[config.mk]
export PLATFORM = sky130hd
export DESIGN_NAME = spi_master_port_flat
export DESIGN_NICKNAME = d
export VERILOG_FILES = /design/src/rtl/spi_master_port_if.sv /design/src/rtl/spi_master_port.sv /design/src/flat_wrapper.sv
export SDC_FILE = /design/constraint.sdc
export NUM_CORES = 1
export LEC_CHECK = 0
export CAP_MARGIN = 40
export CORE_UTILIZATION = 59
export DETAILED_ROUTE_END_ITERATION = 8
export GPL_TIMING_DRIVEN = 1
export PLACE_DENSITY = 0.84
export SLEW_MARGIN = 20
export SYNTH_ARGS = -nofsm -noshare
export SYNTH_HDL_FRONTEND = slang
export SYNTH_SLANG_ARGS = --single-unit
[constraint.sdc]
create_clock -name clk -period 4.4 [get_ports clk]
set_input_delay 0.88 -clock clk [delete_from_list [all_inputs] [get_ports clk]]
set_output_delay 0.88 -clock clk [all_outputs]
set_load 0.01 [all_outputs]
[src/rtl/spi_master_port_if.sv]
// Request and SPI pin bundle for spi_master_port.
// master: the SPI initiator itself. slave: the test logic that issues requests and models the link.
interface spi_master_port_if;
  logic       start;
  logic       rw;
  logic [6:0] addr;
  logic [7:0] wdata;
  logic       busy;
  logic       done;
  logic [7:0] rdata;
  logic       sclk_pin;
  logic       cs_pin;
  logic       mosi_pin;
  logic       miso_pin;

  modport master (
    input  start, rw, addr, wdata, miso_pin,
    output busy, done, rdata, sclk_pin, cs_pin, mosi_pin
  );

  modport slave (
    output start, rw, addr, wdata, miso_pin,
    input  busy, done, rdata, sclk_pin, cs_pin, mosi_pin
  );
endinterface

[src/rtl/spi_master_port.sv]
// spi_master_port: mode-0 SPI initiator issuing one 16-bit {addr,rw,data} frame per request.
//
// state      | meaning
// -----------+------------------------------------------------------------
// S_IDLE     | pins idle, waiting for start
// S_SETUP    | cs low, first MOSI bit driven, half period before rise 1
// S_SHIFT    | 16 SCLK periods: sample MISO on rise, next MOSI bit on fall
// S_HOLD     | half period after the last fall, then cs released
// S_WAIT_GAP | cs high for GAP cycles, then done pulse
module spi_master_port #(
  parameter int HALF = 8,
  parameter int GAP  = 16
) (
  input  logic              clk,
  input  logic              rst_n,
  spi_master_port_if.master bus
);
  localparam int DIV_W = $clog2(HALF + 1);
  localparam int GAP_W = $clog2(GAP + 1);
  localparam logic [DIV_W-1:0] DIV_LOAD = DIV_W'(HALF - 1);
  localparam logic [GAP_W-1:0] GAP_LOAD = GAP_W'(GAP - 1);

  typedef enum logic [2:0] {
    S_IDLE,
    S_SETUP,
    S_SHIFT,
    S_HOLD,
    S_WAIT_GAP
  } state_t;

  state_t           r_state;
  state_t           w_state_nxt;
  logic [DIV_W-1:0] r_div;
  logic [GAP_W-1:0] r_gap;
  logic [4:0]       r_bit_cnt;
  logic [15:0]      r_tx;
  logic [7:0]       r_rx;
  logic             r_rw;
  logic             r_miso_meta;
  logic             r_miso_sync;
  logic             r_sclk;
  logic             r_cs;
  logic             r_busy;
  logic             r_done;
  logic [7:0]       r_rdata;

  logic w_div_tc;
  logic w_gap_tc;
  logic w_last_bit;
  logic w_accept;
  logic w_rise;
  logic w_fall;
  logic w_cs_release;
  logic w_finish;

  assign w_div_tc   = (r_div == '0);
  assign w_gap_tc   = (r_gap == '0);
  assign w_last_bit = (r_bit_cnt == 5'd15);

  // State register.
  always_ff @(posedge clk or negedge rst_n) begin
    if (!rst_n) r_state <= S_IDLE;
    else        r_state <= w_state_nxt;
  end

  // Next-state decode.
  always_comb begin
    w_state_nxt = r_state;
    case (r_state)
      S_IDLE:     if (bus.start)                          w_state_nxt = S_SETUP;
      S_SETUP:    if (w_div_tc)                           w_state_nxt = S_SHIFT;
      S_SHIFT:    if (w_div_tc && r_sclk && w_last_bit)   w_state_nxt = S_HOLD;
      S_HOLD:     if (w_div_tc)                           w_state_nxt = S_WAIT_GAP;
      S_WAIT_GAP: if (w_gap_tc)                           w_state_nxt = S_IDLE;
      default:                                            w_state_nxt = S_IDLE;
    endcase
  end

  // Per-state action strobes for the datapath.
  always_comb begin
    w_accept     = 1'b0;
    w_rise       = 1'b0;
    w_fall       = 1'b0;
    w_cs_release = 1'b0;
    w_finish     = 1'b0;
    case (r_state)
      S_IDLE:     w_accept = bus.start;
      S_SETUP:    w_rise   = w_div_tc;
      S_SHIFT: begin
        w_rise = w_div_tc & ~r_sclk;
        w_fall = w_div_tc &  r_sclk;
      end
      S_HOLD:     w_cs_release = w_div_tc;
      S_WAIT_GAP: w_finish     = w_gap_tc;
      default: ;
    endcase
  end

  // Half-period and gap down-counters; each reloads on its event and parks at zero.
  always_ff @(posedge clk or negedge rst_n) begin
    if (!rst_n) begin
      r_div <= '0;
      r_gap <= '0;
    end else begin
      if (w_accept || w_rise || w_fall) r_div <= DIV_LOAD;
      else if (!w_div_tc)               r_div <= r_div - 1'b1;
      if (w_cs_release)                 r_gap <= GAP_LOAD;
      else if (!w_gap_tc)               r_gap <= r_gap - 1'b1;
    end
  end

  // Frame shift registers; r_tx[15] is the MOSI pin and shifts in zeros, so it idles low after bit 16.
  always_ff @(posedge clk or negedge rst_n) begin
    if (!rst_n) begin
      r_tx      <= '0;
      r_rx      <= '0;
      r_rw      <= 1'b0;
      r_bit_cnt <= '0;
    end else begin
      if (w_accept) begin
        r_tx      <= {bus.addr, bus.rw, (bus.rw ? 8'h00 : bus.wdata)};
        r_rw      <= bus.rw;
        r_bit_cnt <= '0;
      end else if (w_fall) begin
        r_tx      <= {r_tx[14:0], 1'b0};
        r_bit_cnt <= r_bit_cnt + 5'd1;
      end
      if (w_rise) r_rx <= {r_rx[6:0], r_miso_sync};
    end
  end

  // MISO two-flop synchronizer.
  always_ff @(posedge clk or negedge rst_n) begin
    if (!rst_n) begin
      r_miso_meta <= 1'b0;
      r_miso_sync <= 1'b0;
    end else begin
      r_miso_meta <= bus.miso_pin;
      r_miso_sync <= r_miso_meta;
    end
  end

  // Registered pins and handshake outputs.
  always_ff @(posedge clk or negedge rst_n) begin
    if (!rst_n) begin
      r_sclk  <= 1'b0;
      r_cs    <= 1'b1;
      r_busy  <= 1'b0;
      r_done  <= 1'b0;
      r_rdata <= '0;
    end else begin
      r_done <= w_finish;
      if (w_rise)                r_sclk  <= 1'b1;
      else if (w_fall)           r_sclk  <= 1'b0;
      if (w_accept)              r_cs    <= 1'b0;
      else if (w_cs_release)     r_cs    <= 1'b1;
      if (w_accept)              r_busy  <= 1'b1;
      else if (w_finish)         r_busy  <= 1'b0;
      if (w_finish && r_rw)      r_rdata <= r_rx;
    end
  end

  assign bus.sclk_pin = r_sclk;
  assign bus.cs_pin   = r_cs;
  assign bus.mosi_pin = r_tx[15];
  assign bus.busy     = r_busy;
  assign bus.done     = r_done;
  assign bus.rdata    = r_rdata;
endmodule

[src/flat_wrapper.sv]
// flat-port wrapper written by rule: the top's interface ports become plain ports
module spi_master_port_flat 
#(
  parameter int HALF = 8,
  parameter int GAP  = 16
)
  (clk, rst_n, bus_start, bus_rw, bus_addr, bus_wdata, bus_miso_pin, bus_busy, bus_done, bus_rdata, bus_sclk_pin, bus_cs_pin, bus_mosi_pin);
  spi_master_port_if bus_i ();
  input  logic clk;
  input  logic rst_n;
  input wire logic [$bits(bus_i.start)-1:0] bus_start;
  input wire logic [$bits(bus_i.rw)-1:0] bus_rw;
  input wire logic [$bits(bus_i.addr)-1:0] bus_addr;
  input wire logic [$bits(bus_i.wdata)-1:0] bus_wdata;
  input wire logic [$bits(bus_i.miso_pin)-1:0] bus_miso_pin;
  output wire logic [$bits(bus_i.busy)-1:0] bus_busy;
  output wire logic [$bits(bus_i.done)-1:0] bus_done;
  output wire logic [$bits(bus_i.rdata)-1:0] bus_rdata;
  output wire logic [$bits(bus_i.sclk_pin)-1:0] bus_sclk_pin;
  output wire logic [$bits(bus_i.cs_pin)-1:0] bus_cs_pin;
  output wire logic [$bits(bus_i.mosi_pin)-1:0] bus_mosi_pin;
  assign bus_i.start = bus_start;
  assign bus_i.rw = bus_rw;
  assign bus_i.addr = bus_addr;
  assign bus_i.wdata = bus_wdata;
  assign bus_i.miso_pin = bus_miso_pin;
  assign bus_busy = bus_i.busy;
  assign bus_done = bus_i.done;
  assign bus_rdata = bus_i.rdata;
  assign bus_sclk_pin = bus_i.sclk_pin;
  assign bus_cs_pin = bus_i.cs_pin;
  assign bus_mosi_pin = bus_i.mosi_pin;
  spi_master_port #(.HALF(HALF), .GAP(GAP)) u_core (.clk(clk), .rst_n(rst_n), .bus(bus_i));
endmodule
Word-level counts from Yosys, hierarchy flattened --
Index checks and enable logic that the tools add are counted. Widths: inputs -> output; s select.
Word-level totals: logic and storage cells 71, flip-flop bits (word level) 56, output and inout bits 13
Operators by class: add/sub/neg operators 3, muxes and demuxes 26, reductions and logical operators 13, bitwise operators 3, eq/ne operators 12
Operators with widths (count):
- $mux 16 | 2
- $mux 5 | 4
- $mux 3 | 5
- $pmux 3 s5 | 1
- $mux 1 | 10
- $mux 4 | 2
- $mux 8 | 1
- $ne 2x1->1 const B | 4
- $reduce_bool 2->1 | 4
- $eq 3x2->1 const B | 2
- $ne 2x2->1 const B | 3
- $add 5x1->5 const B | 1
- $eq 5x4->1 const B | 1
- $logic_not 5->1 | 1
- $reduce_and 5->1 | 1
- $sub 5x1->5 const B | 1
- $logic_not 4->1 | 1
- $sub 4x1->4 const B | 1
- $eq 3x1->1 const B | 1
- $eq 3x3->1 const B | 1
- $logic_and 1x1->1 | 3
- $logic_not 3->1 | 1
- $and 1x1->1 | 2
- $logic_or 1x1->1 | 2
- other kinds (2) | 2

Longest topological paths before layout --
Gate-level depths: netlist of the first run.
depth after elaboration 6, mapped depth 7, gate-level depth less buffers 6

Worst setup path before layout of the first run --
No wires, ideal clock.
path type reg-to-reg, start register u_core.r_gap[0], end register u_core.r_rdata[0], in the netlist u_core.bus.rdata[0], path slack 2653 ps, arrival time 1622 ps, data required time 4275 ps, cell stages (with the launch flop) 7, period minus slack after synthesis 1747 ps, buffers on the path 0, cells stage by stage dfrtp_1 -> inv_1 -> ha_1 -> nor4b_4 -> and3_4 -> nand2_8 -> mux2_4
Between the ends: word-level cells in the longest chain between the ends 3
RTL lines:
- from (decl) | RTL line spi_master_port.sv:34 | logic [GAP_W-1:0] r_gap;
- from (signal assigned) | RTL line spi_master_port.sv:108 | else if (!w_gap_tc) r_gap <= r_gap - 1'b1;
- $logic_not 5->1 | RTL line spi_master_port.sv:57 | assign w_gap_tc = (r_gap == '0);
- $mux 1 | RTL line spi_master_port.sv:86 | case (r_state)
- named net u_core.w_finish | RTL line spi_master_port.sv:54 | logic w_finish;
- $logic_and 1x1->1 | RTL line spi_master_port.sv:159 | if (w_finish && r_rw) r_rdata <= r_rx;
- to (signal assigned) | RTL line spi_master_port.sv:159
- to (decl) | RTL line spi_master_port.sv:45 | logic [7:0] r_rdata;
The timed path passes the listed nets, and every way through them passes these cells. A chain may end at the register's enable or synchronous reset.

Final worst setup path of the first run --
start register u_core.r_div[0], end register u_core.r_bit_cnt[3]
Between the ends: word-level cells in the longest chain between the ends 4
RTL lines:
- from (decl) | RTL line spi_master_port.sv:33 | logic [DIV_W-1:0] r_div;
- from (signal assigned) | RTL line spi_master_port.sv:106 | else if (!w_div_tc) r_div <= r_div - 1'b1;
- $logic_not 4->1 | RTL line spi_master_port.sv:56 | assign w_div_tc = (r_div == '0);
- $and 1x1->1 | RTL line spi_master_port.sv:91 | w_fall = w_div_tc & r_sclk;
- $mux 1 | RTL line spi_master_port.sv:86
- $reduce_bool 2->1 (no line)
- to (signal assigned) | RTL line spi_master_port.sv:126 | r_bit_cnt <= r_bit_cnt + 5'd1;
- to (decl) | RTL line spi_master_port.sv:35 | logic [4:0] r_bit_cnt;
No other way between the ends.

==> impl_metrics.json, run 1 <==
{
  "status": "finished clean",
  "ir_worst_vdd_mv": 0.313,
  "synth_ff_type": "dfrtp_1",
  "io_buffers": 32,
  "yosysTopAreaCell": "dfrtp_1",
  "antenna_found_initial": 0,
  "min_from": "u_core.r_miso_meta",
  "period_minus_slack_ps": 2280,
  "postCtsSetupBuffers": 0,
  "fin_ws_ps": 2120,
  "crit_path_start_kind": "register",
  "grt_overflow": 0,
  "ctsLongestPathBuffers": 2,
  "synth.most_common_cell": "dfrtp_1",
  "yosys_warnings": 0,
  "numClockSinks": 56,
  "critPathMaxFanout": 20,
  "p_leak_nw": 1.45,
  "cp-startpoint": "u_core.r_div[0]",
  "num_vias": 1786,
  "drc_errors": 0,
  "final_max_slew_viol_count": 0,
  "cts_root_buffer": "clkbuf_8",
  "ctsResizeCount": 0,
  "vias_per_cell": 5.67,
  "synthDistinctLibCells": 42,
  "synth_nets": 256,
  "setup_violations": 0,
  "dpl.hpwl_um": 3100,
  "fin_skew_ps": 7.73,
  "tightestPinTransition_ps": 715,
  "clk_latency_ps": 310,
  "synth-seq-cells": 56,
  "cts_hold_buf": 0,
  "max-slew-margin-rel": 0.523,
  "finalWirelength_um": 4540,
  "drt-initial-drc-count": 95,
  "hold_class": "register to register",
  "rsz0062_at_grt": "no",
  "cp.required_ps": 4600,
  "die_y_um": 67.6,
  "antenna_cells": 0,
  "r2r-start": "u_core.r_div[0]",
  "die_x_um": 67.6,
  "grt_max_degree": 57,
  "start_util": 0.625,
  "synth_common_cells": "dfrtp_1 (55), nand2_1 (39), nand3_1 (19)",
  "end_kind": "register",
  "clock.fmax_mhz": 439,
  "ant_nets": 0,
  "numCtsBuffers": 5,
  "hold_violations": 0,
  "grt_pass1_wl_um": 7630,
  "synth_top_area_frac": 0.543,
  "crit_type": "register to register",
  "final_layout_size_suffix_gt1_frac": 0.147,
  "pin_count": 33,
  "syn_to_final_growth_pct": 19.7,
  "firstDrtPassIters": 4,
  "pre_cts_ws_ps": 2130,
  "power-per-cell-area_mw_per_mm2": 549,
  "cts_tree": "built",
  "cts_max_level": 2,
  "gp_congestion": 0.809,
  "async_reset_ff_frac": 1.00,
  "synth.area.top_cells": "dfrtp_1 (54%), nand2_1 (5.8%), mux2_4 (4.7%), mux2_2 (4.0%), nand3_1 (3.7%)",
  "netlist_area_sq_mm": 0.00254,
  "grt_usage": 0.226,
  "synth_edf_count": 0,
  "synth.yosys.seq_area_share": 0.553,
  "setup-tns-final_ps": 0,
  "grt_pass1_vias": 1708,
  "netlist_instances": 231,
  "fp.coreArea_sq_mm": 0.00406,
  "row_count": 23,
  "die_area_sq_mm": 0.00457,
  "maxCapViolCount": 0,
  "avgSynthCellArea_sq_um": 11.0,
  "finalCritPeriodShare": 0.517,
  "wl_per_cell_um": 14.4,
  "fin_nets": 289,
  "critPathArrivalTime_ps": 2470,
  "clk_pin_slew_worst_paths_ps": 100
}
## through the flow
step | hold WS, ps | cells | util | area [sq um] | power [mW]
3_5_place_dp | 342 | 307 | 0.714 | 2900 | 1.28
3_3_place_gp | 333 | 307 | 0.714 | 2900 | 1.24
4_1_cts | 362 | 315 | 0.748 | 3040 | 1.68
5_1_grt | 363 | 315 | 0.748 | 3040 | 1.79
2_1_floorplan | 331 | 231 | - | 2540 | 1.13
6_report | 362 | 315 | 0.748 | 3040 | 1.67
## kinds of logic (layout without fill, tap and decap cells)
family | after synthesis | count (layout) | share of synthesized area
AND/OR/NAND/NOR | 94 | 94 | 0.196
flip-flops | 56 | 56 | 0.553
AO/OA/AOI/OAI | 34 | 34 | 0.0854
multiplexers | 19 | 19 | 0.0952
buffers and inverters | 18 | 52 | 0.0281
adder cells (fa/ha/maj) | 5 | 5 | 0.0247
XOR/XNOR | 5 | 5 | 0.0173
## worst max-delay path, stage by stage (launching register included)
cell and delay [ps]:
dfrtp_1 420, inv_1 140, ha_1 210, nor3b_2 390, and2_1 660, nand4_1 200, mux2i_1 150
## area by class of cell
class                      instances  area [sq um]
tap                               50          62.6
clock buffer                       5          68.8
multi-input combinational        157          1060
clock inverter                     3          68.8
sequential                        56          1400
inverter                           9          33.8
fill                             289          1020
timing repair buffer              35           338
## final timing paths
path,slack [ps],depth (start not counted),to
worst min register to register,360,0,u_core.r_miso_sync
worst max register to register,2120,6,u_core.r_bit_cnt[3]
min in group asynchronous,680,2,u_core.r_gap[0]
worst min-delay path,360,0,u_core.r_miso_sync
max in group asynchronous,3270,2,u_core.r_div[0]
worst max-delay path,2120,6,u_core.r_bit_cnt[3]
## per-layer routing
metal,wire [um],vias up,GRT usage
li1,-,865,-
met1,2080,867,0.299
met2,2190,48,0.365
met3,199,6,0.0507
met4,66,0,0.0745
met5,0,-,0
## cell usage in the layout (no fill, tap or decap), types with 2 or more instances in the layout
cell type / netlist / layout
dfrtp_1: 55 / 55
nand2_1: 39 / 39
clkdlybuf4s50_1: 0 / 31
nand3_1: 19 / 19
nor2_1: 10 / 10
inv_1: 9 / 9
mux2_2: 9 / 9
a21oi_1: 8 / 8
mux2_4: 8 / 8
a22oi_1: 7 / 7
o21ai_0: 7 / 7
a31oi_1: 5 / 5
xnor2_1: 5 / 5
ha_1: 5 / 5
clkbuf_8: 0 / 5
nor3_1: 4 / 4
and3_1: 3 / 3
buf_4: 0 / 3
and2_1: 2 / 2
nand4_1: 2 / 2
mux2i_1: 2 / 2
nor2b_1: 2 / 2
bufinv_16: 0 / 2
## power by group
| part | leakage [nW] | switching (mW) | internal (mW) |
|---|---|---|---|
| registers | 0.694 | 0.118 | 0.657 |
| clock network | 0.0687 | 0.170 | 0.229 |
| logic | 0.692 | 0.253 | 0.241 |
| total | 1.45 | 0.541 | 1.13 |
## state kept, by name, summed over array words and instances, names as in the netlist
register,cells
u_core.r_miso_meta,1
u_core.bus.cs_pin,1
u_core.bus.busy,1
u_core.r_rw,1
u_core.bus.done,1
u_core.r_miso_sync,1
u_core.r_gap,5
u_core.r_tx,16
u_core.bus.sclk_pin,1
u_core.r_rx,8
u_core.bus.rdata,8
u_core.r_bit_cnt,5
u_core.r_div,4
u_core.r_state,3
No activity file was read; power rests on OpenSTA's default activity.
==> inputs of run 2 (changes only) <==
Settings changed: CORE_UTILIZATION 59 to 54, PLACE_DENSITY 0.84 to 0.78.
Clock period 4.4 ns to 2.25 ns, I/O delays scaled along.
==> run 2 against run 1 <==
Setup slack got worse by 1900 ps. Wire length decreased by 1.5%. Sequential power grew 95%. Core utilization decreased by 6.5 points. The run now ends with design-rule violations left. Largest cell class unchanged. Worst hold slack worse by 240 ps.
==> impl_metrics.json, run 2 (synthesis gave the netlist of run 1 again) <==
{
  "ant_nets": 0,
  "fp.coreArea_sq_mm": 0.00444,
  "internal_power_mw": 2.01,
  "row_count": 24,
  "cp.required_ps": 2460,
  "die_y_um": 70.5,
  "gp_congestion": 0.746,
  "maxCapViolCount": 0,
  "layout_commonest_cell": "dfrtp_1",
  "end_kind": "register",
  "antenna_found_initial": 0,
  "finalCritPeriodShare": 0.886,
  "numClockSinks": 56,
  "period_minus_slack_ps": 1990,
  "wl_per_cell_um": 13.9,
  "die_area_sq_mm": 0.00497,
  "status": "complete, but fails checks",
  "max-slew-margin-rel": 0.728,
  "ir_worst_vdd_mv": 0.580,
  "grt_overflow": 0,
  "antenna_cells": 0,
  "numCtsBuffers": 5,
  "syn_to_final_growth_pct": 19.8,
  "final_layout_size_suffix_gt1_frac": 0.160,
  "firstDrtPassIters": 6,
  "reg2reg_setup_slack_ps": 260,
  "crit_type": "register to register",
  "crit_path_start_kind": "register",
  "grt_pass1_wl_um": 8090,
  "postCtsSetupBuffers": 0,
  "fin_skew_ps": 10.1,
  "tightestPinTransition_ps": 408,
  "hold_class": "input port to async pin",
  "rsz0062_at_grt": "no",
  "hold_violations": 0,
  "setup_violations": 0,
  "p_sw_frac": 0.343,
  "vias_per_cell": 5.49,
  "pwr-share-seq": 0.495,
  "power-per-cell-area_mw_per_mm2": 1010,
  "cts_root_buffer": "clkbuf_8",
  "critPathMaxFanout": 7,
  "grt_max_degree": 57,
  "pre_cts_ws_ps": 273,
  "grt_usage": 0.206,
  "clock.fmax_mhz": 501,
  "ctsLongestPathBuffers": 2,
  "drc_errors": 4,
  "clk_pin_slew_worst_paths_ps": 110,
  "start_util": 0.571,
  "num_vias": 1761,
  "fin_ws_ps": 256,
  "power_switching_mw": 1.05,
  "final_max_slew_viol_count": 0,
  "critPathArrivalTime_ps": 2200,
  "grt_pass1_vias": 1785,
  "pin_count": 33,
  "most-common-layout-cells": "dfrtp_1 (55), nand2_1 (39), clkdlybuf4s50_1 (31)",
  "violations": "design-rule violations",
  "power_frac_comb": 0.320,
  "p_clk_frac": 0.184,
  "finalWirelength_um": 4470,
  "top_register": "u_core.r_tx",
  "setup-tns-final_ps": 0,
  "largest_register_ffs": 16,
  "clk_latency_ps": 320,
  "io_buffers": 32,
  "drt-initial-drc-count": 80,
  "cts_tree": "built",
  "dpl.hpwl_um": 3110,
  "cts_max_level": 2,
  "ctsResizeCount": 0,
  "fin_nets": 293,
  "cts_hold_buf": 0,
  "p_leak_nw": 1.46,
  "die_x_um": 70.5
}
run 2: cell count changes in the layout (fill, tap and decap cells not counted):
cell / before / now
buf_4: 3 / 6
bufinv_16: 2 / 0
buf_12: 0 / 1
clkinvlp_4: 0 / 1
inv_6: 1 / 2
run 2: final timing paths:
| check | startpoint | to | cells after the start |
|---|---|---|---|
| worst min register to register | u_core.r_miso_meta | u_core.r_miso_sync | 0 |
| max in group asynchronous | rst_n | u_core.bus.cs_pin | 2 |
| worst max-delay path | u_core.r_div[0] | u_core.r_gap[4] | 6 |
| worst max register to register | u_core.r_div[0] | u_core.r_gap[4] | 6 |
| worst min-delay path | rst_n | u_core.bus.rdata[6] | 2 |
| min in group clk | u_core.r_miso_meta | u_core.r_miso_sync | 0 |
run 2: power groups by stage:
stage	sequential [mW]	clock, mW	combinational (mW)
3_5_place_dp	1.53	0	0.985
5_1_grt	1.54	0.613	1.15
4_1_cts	1.51	0.584	0.989
3_3_place_gp	1.52	0	0.952
2_1_floorplan	1.47	0	0.743
6_report	1.51	0.564	0.980
run 2: cell type report:
cell class / count / area, sq um
well taps: 52 / 65.1
repair buffers: 39 / 380
multi-input cells: 157 / 1060
flip-flops and latches: 56 / 1400
inverters: 9 / 33.8
clock inverters: 3 / 25.0
clock buffers: 5 / 68.8
fillers: 355 / 1410
run 2: worst max-delay path, stage by stage, from the launching register on:
cell and delay, ps:
dfrtp_1 420, inv_1 120, ha_1 190, or3b_1 440
nor2_1 180, nand3_1 260, and3_1 290
run 2: per-stage QoR:
step	hold slack [ps]	std cells	util	total power [mW]	area [sq um]
floorplan	154	231	-	2.21	2540
global placement	332	313	0.662	2.47	2940
finish	119	321	0.684	3.06	3040
global route	143	321	0.684	3.30	3040
CTS	123	321	0.684	3.08	3040
detailed placement	358	313	0.662	2.51	2940
run 2: layer usage:
metal | part of all wire | GRT usage | vias up
met1 | 0.48 | 0.279 | 850
met2 | 0.47 | 0.342 | 30
li1 | - | - | 874
met4 | 0.014 | 0.0600 | 0
met3 | 0.030 | 0.0427 | 7
met5 | 0 | 0 | -
